## src/rtl/mem_interface_unit_pkg.sv

```systemverilog
// Shared widths, depth and FSM state encoding for the memory interface unit.
package mem_interface_unit_pkg;

    localparam int unsigned ADDR_W    = 11;
    localparam int unsigned MIU_DEPTH = 2048;
    localparam int unsigned LAT_W     = 3;

    typedef enum logic [1:0] {
        IDLE    = 2'd0,
        RD_WAIT = 2'd1,
        RESPOND = 2'd2,
        RECOVER = 2'd3
    } miu_state_t;

endpackage

```

## src/rtl/iu_miu_if.sv

```systemverilog
// Request/response link between the instruction unit and the memory interface unit.
interface iu_miu_if #(
    parameter int unsigned ADDR_W = mem_interface_unit_pkg::ADDR_W
) ();

    logic              mem_req;
    logic              mem_we;
    logic [ADDR_W-1:0] mem_addr;
    logic [7:0]        mem_write;
    logic [7:0]        mem_read;
    logic              mem_done;

    modport miu (
        input  mem_req, mem_we, mem_addr, mem_write,
        output mem_read, mem_done
    );

    modport iu (
        output mem_req, mem_we, mem_addr, mem_write,
        input  mem_read, mem_done
    );

endinterface

```

## src/rtl/mem_interface_unit.sv

```systemverilog
// Executes byte loads/stores from the instruction unit against a single-port
// synchronous SRAM, flags out-of-range accesses and counts completed accesses.
module mem_interface_unit
    import mem_interface_unit_pkg::*;
#(
    parameter int unsigned MEM_DEPTH = MIU_DEPTH,
    parameter int unsigned RD_LAT    = 1,
    parameter int unsigned CNT_W     = 16
) (
    input  logic              clk,
    input  logic              resetN,
    iu_miu_if.miu             miu,
    output logic              sram_en,
    output logic              sram_we,
    output logic [ADDR_W-1:0] sram_addr,
    output logic [7:0]        sram_wdata,
    input  logic [7:0]        sram_rdata,
    output logic              miu_busy_flag,
    output logic              addr_err_flag,
    output logic [CNT_W-1:0]  rd_count,
    output logic [CNT_W-1:0]  wr_count
);

    miu_state_t        state, state_d;
    logic              mem_done_q, mem_done_d;
    logic [7:0]        mem_read_q, mem_read_d;
    logic              sram_en_d, sram_we_d;
    logic [ADDR_W-1:0] sram_addr_d;
    logic [7:0]        sram_wdata_d;
    logic              busy_d, addr_err_d;
    logic [CNT_W-1:0]  rd_count_d, wr_count_d;
    logic [LAT_W-1:0]  lat_cnt, lat_cnt_d;
    logic              we_q, we_q_d;
    logic              err_q, err_q_d;

    assign miu.mem_done = mem_done_q;
    assign miu.mem_read = mem_read_q;

    // Next-state and next-output logic; sram_addr/sram_wdata double as the latched request.
    always_comb begin
        state_d      = state;
        mem_done_d   = 1'b0;
        mem_read_d   = mem_read_q;
        sram_en_d    = 1'b0;
        sram_we_d    = 1'b0;
        sram_addr_d  = sram_addr;
        sram_wdata_d = sram_wdata;
        addr_err_d   = 1'b0;
        rd_count_d   = rd_count;
        wr_count_d   = wr_count;
        lat_cnt_d    = lat_cnt;
        we_q_d       = we_q;
        err_q_d      = err_q;

        case (state)
            IDLE: begin
                if (miu.mem_req) begin
                    we_q_d = miu.mem_we;
                    if (32'(miu.mem_addr) >= MEM_DEPTH) begin
                        err_q_d = 1'b1;
                        state_d = RESPOND;
                    end else begin
                        err_q_d      = 1'b0;
                        sram_en_d    = 1'b1;
                        sram_we_d    = miu.mem_we;
                        sram_addr_d  = miu.mem_addr;
                        sram_wdata_d = miu.mem_write;
                        if (miu.mem_we) begin
                            state_d = RESPOND;
                        end else begin
                            lat_cnt_d = LAT_W'(RD_LAT);
                            state_d   = RD_WAIT;
                        end
                    end
                end
            end
            RD_WAIT: begin
                lat_cnt_d = lat_cnt - LAT_W'(1);
                if (lat_cnt == LAT_W'(1)) begin
                    mem_read_d = sram_rdata;
                    state_d    = RESPOND;
                end
            end
            RESPOND: begin
                mem_done_d = 1'b1;
                addr_err_d = err_q;
                if (err_q) begin
                    if (!we_q) mem_read_d = 8'h00;
                end else if (we_q) begin
                    if (wr_count != {CNT_W{1'b1}}) wr_count_d = wr_count + CNT_W'(1);
                end else begin
                    if (rd_count != {CNT_W{1'b1}}) rd_count_d = rd_count + CNT_W'(1);
                end
                state_d = RECOVER;
            end
            // The initiator may still present the finished request here.
            RECOVER: state_d = IDLE;
            default: state_d = IDLE;
        endcase

        busy_d = (state_d != IDLE);
    end

    always_ff @(posedge clk or negedge resetN) begin
        if (!resetN) begin
            state         <= IDLE;
            mem_done_q    <= 1'b0;
            mem_read_q    <= 8'h00;
            sram_en       <= 1'b0;
            sram_we       <= 1'b0;
            sram_addr     <= '0;
            sram_wdata    <= 8'h00;
            miu_busy_flag <= 1'b0;
            addr_err_flag <= 1'b0;
            rd_count      <= '0;
            wr_count      <= '0;
            lat_cnt       <= '0;
            we_q          <= 1'b0;
            err_q         <= 1'b0;
        end else begin
            state         <= state_d;
            mem_done_q    <= mem_done_d;
            mem_read_q    <= mem_read_d;
            sram_en       <= sram_en_d;
            sram_we       <= sram_we_d;
            sram_addr     <= sram_addr_d;
            sram_wdata    <= sram_wdata_d;
            miu_busy_flag <= busy_d;
            addr_err_flag <= addr_err_d;
            rd_count      <= rd_count_d;
            wr_count      <= wr_count_d;
            lat_cnt       <= lat_cnt_d;
            we_q          <= we_q_d;
            err_q         <= err_q_d;
        end
    end

endmodule

```

## src/flat_wrapper.sv

```systemverilog
// flat-port wrapper written by rule: the top's interface ports become plain ports
module mem_interface_unit_flat import mem_interface_unit_pkg::*;
#(
    parameter int unsigned MEM_DEPTH = MIU_DEPTH,
    parameter int unsigned RD_LAT    = 1,
    parameter int unsigned CNT_W     = 16
)
  (clk, resetN, sram_en, sram_we, sram_addr, sram_wdata, sram_rdata, miu_busy_flag, addr_err_flag, rd_count, wr_count, miu_mem_req, miu_mem_we, miu_mem_addr, miu_mem_write, miu_mem_read, miu_mem_done);
  iu_miu_if #(.ADDR_W(11)) miu_i ();
  input  logic clk;
  input  logic resetN;
  output logic sram_en;
  output logic sram_we;
  output logic [ADDR_W-1:0] sram_addr;
  output logic [7:0] sram_wdata;
  input  logic [7:0] sram_rdata;
  output logic miu_busy_flag;
  output logic addr_err_flag;
  output logic [CNT_W-1:0] rd_count;
  output logic [CNT_W-1:0] wr_count;
  input wire logic [$bits(miu_i.mem_req)-1:0] miu_mem_req;
  input wire logic [$bits(miu_i.mem_we)-1:0] miu_mem_we;
  input wire logic [$bits(miu_i.mem_addr)-1:0] miu_mem_addr;
  input wire logic [$bits(miu_i.mem_write)-1:0] miu_mem_write;
  output wire logic [$bits(miu_i.mem_read)-1:0] miu_mem_read;
  output wire logic [$bits(miu_i.mem_done)-1:0] miu_mem_done;
  assign miu_i.mem_req = miu_mem_req;
  assign miu_i.mem_we = miu_mem_we;
  assign miu_i.mem_addr = miu_mem_addr;
  assign miu_i.mem_write = miu_mem_write;
  assign miu_mem_read = miu_i.mem_read;
  assign miu_mem_done = miu_i.mem_done;
  mem_interface_unit #(.MEM_DEPTH(MEM_DEPTH), .RD_LAT(RD_LAT), .CNT_W(CNT_W)) u_core (.clk(clk), .resetN(resetN), .miu(miu_i), .sram_en(sram_en), .sram_we(sram_we), .sram_addr(sram_addr), .sram_wdata(sram_wdata), .sram_rdata(sram_rdata), .miu_busy_flag(miu_busy_flag), .addr_err_flag(addr_err_flag), .rd_count(rd_count), .wr_count(wr_count));
endmodule
```

## config.mk

```make
export PLATFORM = sky130hd
export DESIGN_NAME = mem_interface_unit_flat
export DESIGN_NICKNAME = d
export VERILOG_FILES = /design/src/rtl/mem_interface_unit_pkg.sv /design/src/rtl/iu_miu_if.sv /design/src/rtl/mem_interface_unit.sv /design/src/flat_wrapper.sv
export SDC_FILE = /design/constraint.sdc
export NUM_CORES = 1
export LEC_CHECK = 0
export ABC_AREA = 1
export CAP_MARGIN = 25
export CORE_MARGIN = 2
export CORE_UTILIZATION = 40
export CTS_BUF_LIST = sky130_fd_sc_hd__clkbuf_4 sky130_fd_sc_hd__clkbuf_8
export DETAILED_ROUTE_END_ITERATION = 16
export HOLD_SLACK_MARGIN = 0.02
export PLACE_DENSITY = 0.8
export SETUP_SLACK_MARGIN = 0.05
export SYNTH_ARGS = -nofsm -noshare
export SYNTH_HDL_FRONTEND = slang
export SYNTH_SLANG_ARGS = --single-unit
export TNS_END_PERCENT = 1
```

## constraint.sdc

```tcl
create_clock -name clk -period 3.64 [get_ports clk]
set_input_delay 0.91 -clock clk [delete_from_list [all_inputs] [get_ports clk]]
set_output_delay 0.91 -clock clk [all_outputs]
set_load 0.005 [all_outputs]
```

Word-level counts from Yosys, hierarchy flattened
Index checks and enable logic that the tools add are counted.
{ "word_totals": {"memories": 0, "latch_bits": 0, "rom_bits": 0, "input_bits": 31, "mem_bits_rw": 0, "regBits": 69, "word_cells": 50, "output_inout_bits": 64} }
{ "op_classes": {"add_sub_neg": 3, "n_bitwise": 2, "n_eq_ne": 10, "n_mul": 0, "n_lt_le_gt_ge": 0, "n_mux": 14, "div": 0, "shifts": 0, "n_reduce_logical": 9} }
{ "op_table": {"columns": ["op", "n"], "rows": [
  ["$add 16x1->16 const B", 2],
  ["$ne 16x16->1 const B", 2],
  ["$mux 8", 2],
  ["$reduce_and 3->1", 3],
  ["$pmux 2 s4", 1],
  ["$mux 2", 3],
  ["$mux 3", 2],
  ["$ne 2x2->1 const B", 3],
  ["$pmux 3 s2", 1],
  ["$reduce_bool 2->1", 3],
  ["$mux 1", 5],
  ["$eq 2x2->1 const B", 2],
  ["$reduce_and 4->1", 1],
  ["$eq 3x1->1 const B", 1],
  ["$sub 3x1->3 const B", 1],
  ["$eq 2x1->1 const B", 1],
  ["$logic_not 2->1", 1],
  ["$ne 2x1->1 const B", 1],
  ["$not 1->1", 2],
  ["$reduce_and 2->1", 1]
]} }

Depth between registers and ports, before layout
{ "depth": {"depth_word": 4, "mapped_depth": 10, "depth_no_buf": 9} }

Worst setup path after synthesis
Ideal clock, no wire load.
{ "synth_timing": {"path_type": "input -> register", "startpoint": "input port miu_mem_req", "endpoint": "register u_core.we_q", "arrival_time_ns": 1.382, "setup_slack_ns": 2.126, "cell_stages": 3, "path_buffers": 1, "required_time_ns": 3.507, "setup_ns": 0.133, "path_cell_list": "nand2_1 > clkbuf_1 > a21oi_1"} }
{ "synth_between": {"elab_chain_len": 1} }
{ "synth_rtl": {"columns": ["element", "line", "text"], "rows": [
  ["start: declaration", "flat_wrapper.sv:21", "input wire logic [$bits(miu_i.mem_req)-1:0] miu_mem_req;"],
  ["$reduce_and 2->1 (no source line)", null, null],
  ["end signal: assignment", "mem_interface_unit.sv:133", "we_q <= we_q_d;"],
  ["end: declaration", "mem_interface_unit.sv:33", "logic we_q, we_q_d;"]
]} }
No other way between the ends.
A chain may end at the register's enable or synchronous reset.

Worst setup path in the final report
{ "layout_timing": {"startpoint": "input port miu_mem_req", "endpoint": "register u_core.sram_addr[1]"} }
{ "layout_between": {"elab_chain_len": 1} }
{ "layout_rtl": {"columns": ["element", "line", "text"], "rows": [
  ["$reduce_and 2->1 (no source line)", null, null],
  ["end signal: assignment", "mem_interface_unit.sv:126", "sram_addr <= sram_addr_d;"],
  ["end: declaration", "mem_interface_unit.sv:15", "output logic [ADDR_W-1:0] sram_addr,"]
]} }
No other way between the ends.

==> impl_results.md <==
* Seq pwr share at 0.403
* R2R setup slack at roughly 1.8 ns
* Reg2reg end: u_core.sram_addr[1]
* Period minus WS final at between 2 and 2.5 ns
* Final nets at approximately 580
* Worst EP required at 3.91 ns
* DR vias at roughly 3100
* Final period utilization at 0.6583
* Crit path max fanout at 23
* Layout cells sized above 1 at 0.05776
* Area of the die at between 9000 and 10000 um^2
* Top delay family on crit path: buffers and inverters
* DR iter-0 viols at ~140
* Worst slew pin tran at around 0.7 ns
* H-Tree Depth at 3
* Antenna violations before repair at 0
* Leak Pwr at 2.211 nW
* DP HPWL at approximately 5.5 mm
* Post-synth top cells: 213 x nand2_1, 69 x dfrtp_1, 45 x inv_1, 44 x nand3_1, 31 x nor2_1
* Combinational share of power at 0.360
* Global-route wire length before repair at ~14 mm
* Metal-1 WL at about 3.6 mm
* R2R depth at 5
* Grt ovf at 0
* Unrepaired setup endpoints after global routing: no
* Main synth FF type: dfrtp_1
* Post-synth ARST share at 1.000
* Leading area contributor after synthesis: dfrtp_1
* Via-per-instance ratio at around 4.6
* CTS Sinks at approximately 70
* First-pass detailed-route iteration total at 4
* DR WL met3 at a little over 400 um
* CTS Buffer Depth at 2
* CTS root buffer: clkbuf_8
* Top cell type's share of synthesized area at 0.5024
* Hold Buf Count CTS at 0
* Syn Inst Count at around 450
* Worst setup EP type: flop
* Final Util at 0.5652
* Total track usage at 0.1733
* N_diodes at 0
* Row count at 33
* Mapped Nets at 489
* Crit path max-delay cell type: inv_1
* PD cells at ~620 nW/um^2
* Worst slew margin at 0.5303
* Routed Antenna Nets at 0
* Sequential area share after synthesis at 0.5024
* Initial Util at 0.4162
* Max incr delay on CP at 0.62 ns
* Die Width at just under 100 um
* Post-CTS Setup Repair Bufs at 0
* Peak supply drop at ~420 uV
* Slew Limit Fails at 0
* WP data arrival at approximately 2.7 ns
* Cell mode on critical path: nand2_1
* Final setup vio count at 0
* Final wirelength at 7.590 mm
* CP Launch Point: miu_mem_req
* Avg Inst Size Synth at 7.571 um^2
* Total stage count of the critical path at 5
* Post-synthesis register bit count at just under 70
* Pin count of the biggest net entering global routing at 70
* Internal at 1.924 mW
* Synth warn at 0
* WS Path Type: input pin to flop
* Final Hold Fails at 0
* Max_cap viols at 0
* Area grow syn2layout at 35.78%
* Cell with the most instances after synthesis: nand2_1
* Netlist cell types at 25
* Buf+Inv Stages, Crit Path at 2
* Sw Ratio at 0.3400
* F_max at 0.4173 GHz
* Top cells by area, synth: dfrtp_1 50%, nand2_1 23%, nand3_1 6.4%
* Status: complete, no violations
* Startpoint class of the critical path: input pin
* CP endpoint: u_core.sram_addr[1]
* Die Ht at 96.70 um
* Hold WC Path Type: flop to flop
* CP cell instances: clkdlybuf4s50_1 > nand2_1 > inv_1 > nand2_1 > nand2_1
* # IOs at 95
* Core ar. at roughly 8300 um^2
* Port buffer count at 93
* Cell Area, Synth at 3437 um^2
* RD Place Congestion at 0.8430
* DR WL/cell at around 12 um
* Post-CTS Resized at 0
* Clock slew at reported path FFs at around 0.08 ns
* Clock share of power at 0.237
* Metal2 WL at about 3.4 mm
* Inserted Clock Buffers at 9
* Clock latency on the worst-skew pair at between 0.3 and 0.4 ns
* Vias in the first global route at between 2000 and 3000
* Top Layer Used: met4
* Skew final at around 0.0057 ns
* Sum Neg Setup Slack at 0 ns
* Switching power at 0.9910 mW
* TritonCTS clock tree: done
* DRC viols at 0
* EDFF count, synth at 0
* Worst r2r src: u_core.state[0]
[per-stage QoR]
step	hold WS [ns]	total power [mW]	cell area (um^2)	std cells	setup WS [ns]
after floorplan	0.4654	1.695	3437	454	2.126
after global placement	0.4548	2.208	4444	643	1.019
after detailed placement	0.4630	2.239	4444	643	0.9041
after CTS	0.4819	2.944	4667	659	1.280
after global routing	0.5076	3.132	4667	659	1.066
final	0.4751	2.915	4667	659	1.244
[power groups by stage]
stage | registers, mW | clock network [mW] | logic (mW)
after CTS | 1.17 | 0.708 | 1.06
after floorplan | 1.17 | 0 | 0.526
after global routing | 1.21 | 0.738 | 1.19
after detailed placement | 1.17 | 0 | 1.07
after global placement | 1.18 | 0 | 1.03
final | 1.18 | 0.690 | 1.05
[worst min path at each step]
stage	start	to	slack, ns	cells past startpoint
after floorplan	u_core.miu.mem_read[0]	u_core.miu.mem_read[0]	0.47	2
after CTS	u_core.miu.mem_read[0]	u_core.miu.mem_read[0]	0.48	2
final	u_core.miu.mem_read[0]	u_core.miu.mem_read[0]	0.48	2
after detailed placement	u_core.miu.mem_read[3]	u_core.miu.mem_read[3]	0.46	2
after global routing	u_core.miu.mem_read[6]	u_core.miu.mem_read[6]	0.51	2
after global placement	u_core.miu.mem_read[1]	u_core.miu.mem_read[1]	0.45	2
[per-layer routing]
metal | vias to the layer above | track usage
met5 | - | 0
met4 | 0 | 0.06609
met3 | 13 | 0.03685
met2 | 88 | 0.2623
met1 | 1387 | 0.2454
li1 | 1574 | -
[cell usage in the layout, fill, tap and decap left out, types with 2 or more instances in the layout]
master	count
bufinv_16	2
nor2_1	31
nand4_1	4
xnor2_1	2
nor3_1	5
clkbuf_8	9
ha_1	4
nor2_4	7
a21oi_1	2
nor2_2	2
clkdlybuf4s50_1	92
nand2_2	2
inv_1	45
clkinv_4	2
nand2_1	213
dfrtp_1	69
xor2_1	5
o21ai_0	2
nand3_1	44
[cell families after synthesis]
group | after synthesis | synth area share
and+or+nand+nor | 311 | 0.3837
DFF | 69 | 0.5024
buffers and inverters | 57 | 0.07280
xor gates and xnor gates | 7 | 0.01784
AOI/OAI and AO/OA | 5 | 0.007646
adders and majority gates | 4 | 0.01456
other | 1 | 0.001091
[sequential cells by signal (all words and copies together) (netlist names)]
| register | count |
|---|---|
| u_core.sram_wdata | 8 |
| u_core.miu.mem_read | 8 |
| u_core.we_q | 1 |
| u_core.sram_addr | 11 |
| u_core.miu_busy_flag | 1 |
| u_core.sram_en | 1 |
| u_core.sram_we | 1 |
| u_core.rd_count | 16 |
| u_core.state | 2 |
| u_core.lat_cnt | 3 |
| u_core.miu.mem_done | 1 |
| u_core.wr_count | 16 |
[area by class of cell]
type | count | area [um^2]
repair buffers | 95 | 953.4
fillers | 751 | 3591
clock buffers | 9 | 123.9
multi-input cells | 328 | 1460
clock inverters | 7 | 98.84
well taps | 105 | 131.4
flip-flops and latches | 69 | 1727
inverters | 46 | 172.7
[worst register-to-register path: stages (launching register included)]
cell and delay [ns]:
dfrtp_1 0.41, nor2_1 0.14, nand2_1 0.43, inv_1 0.62
nand2_1 0.13, nand2_1 0.08
Note: power is estimated with default switching activity, not from simulation.
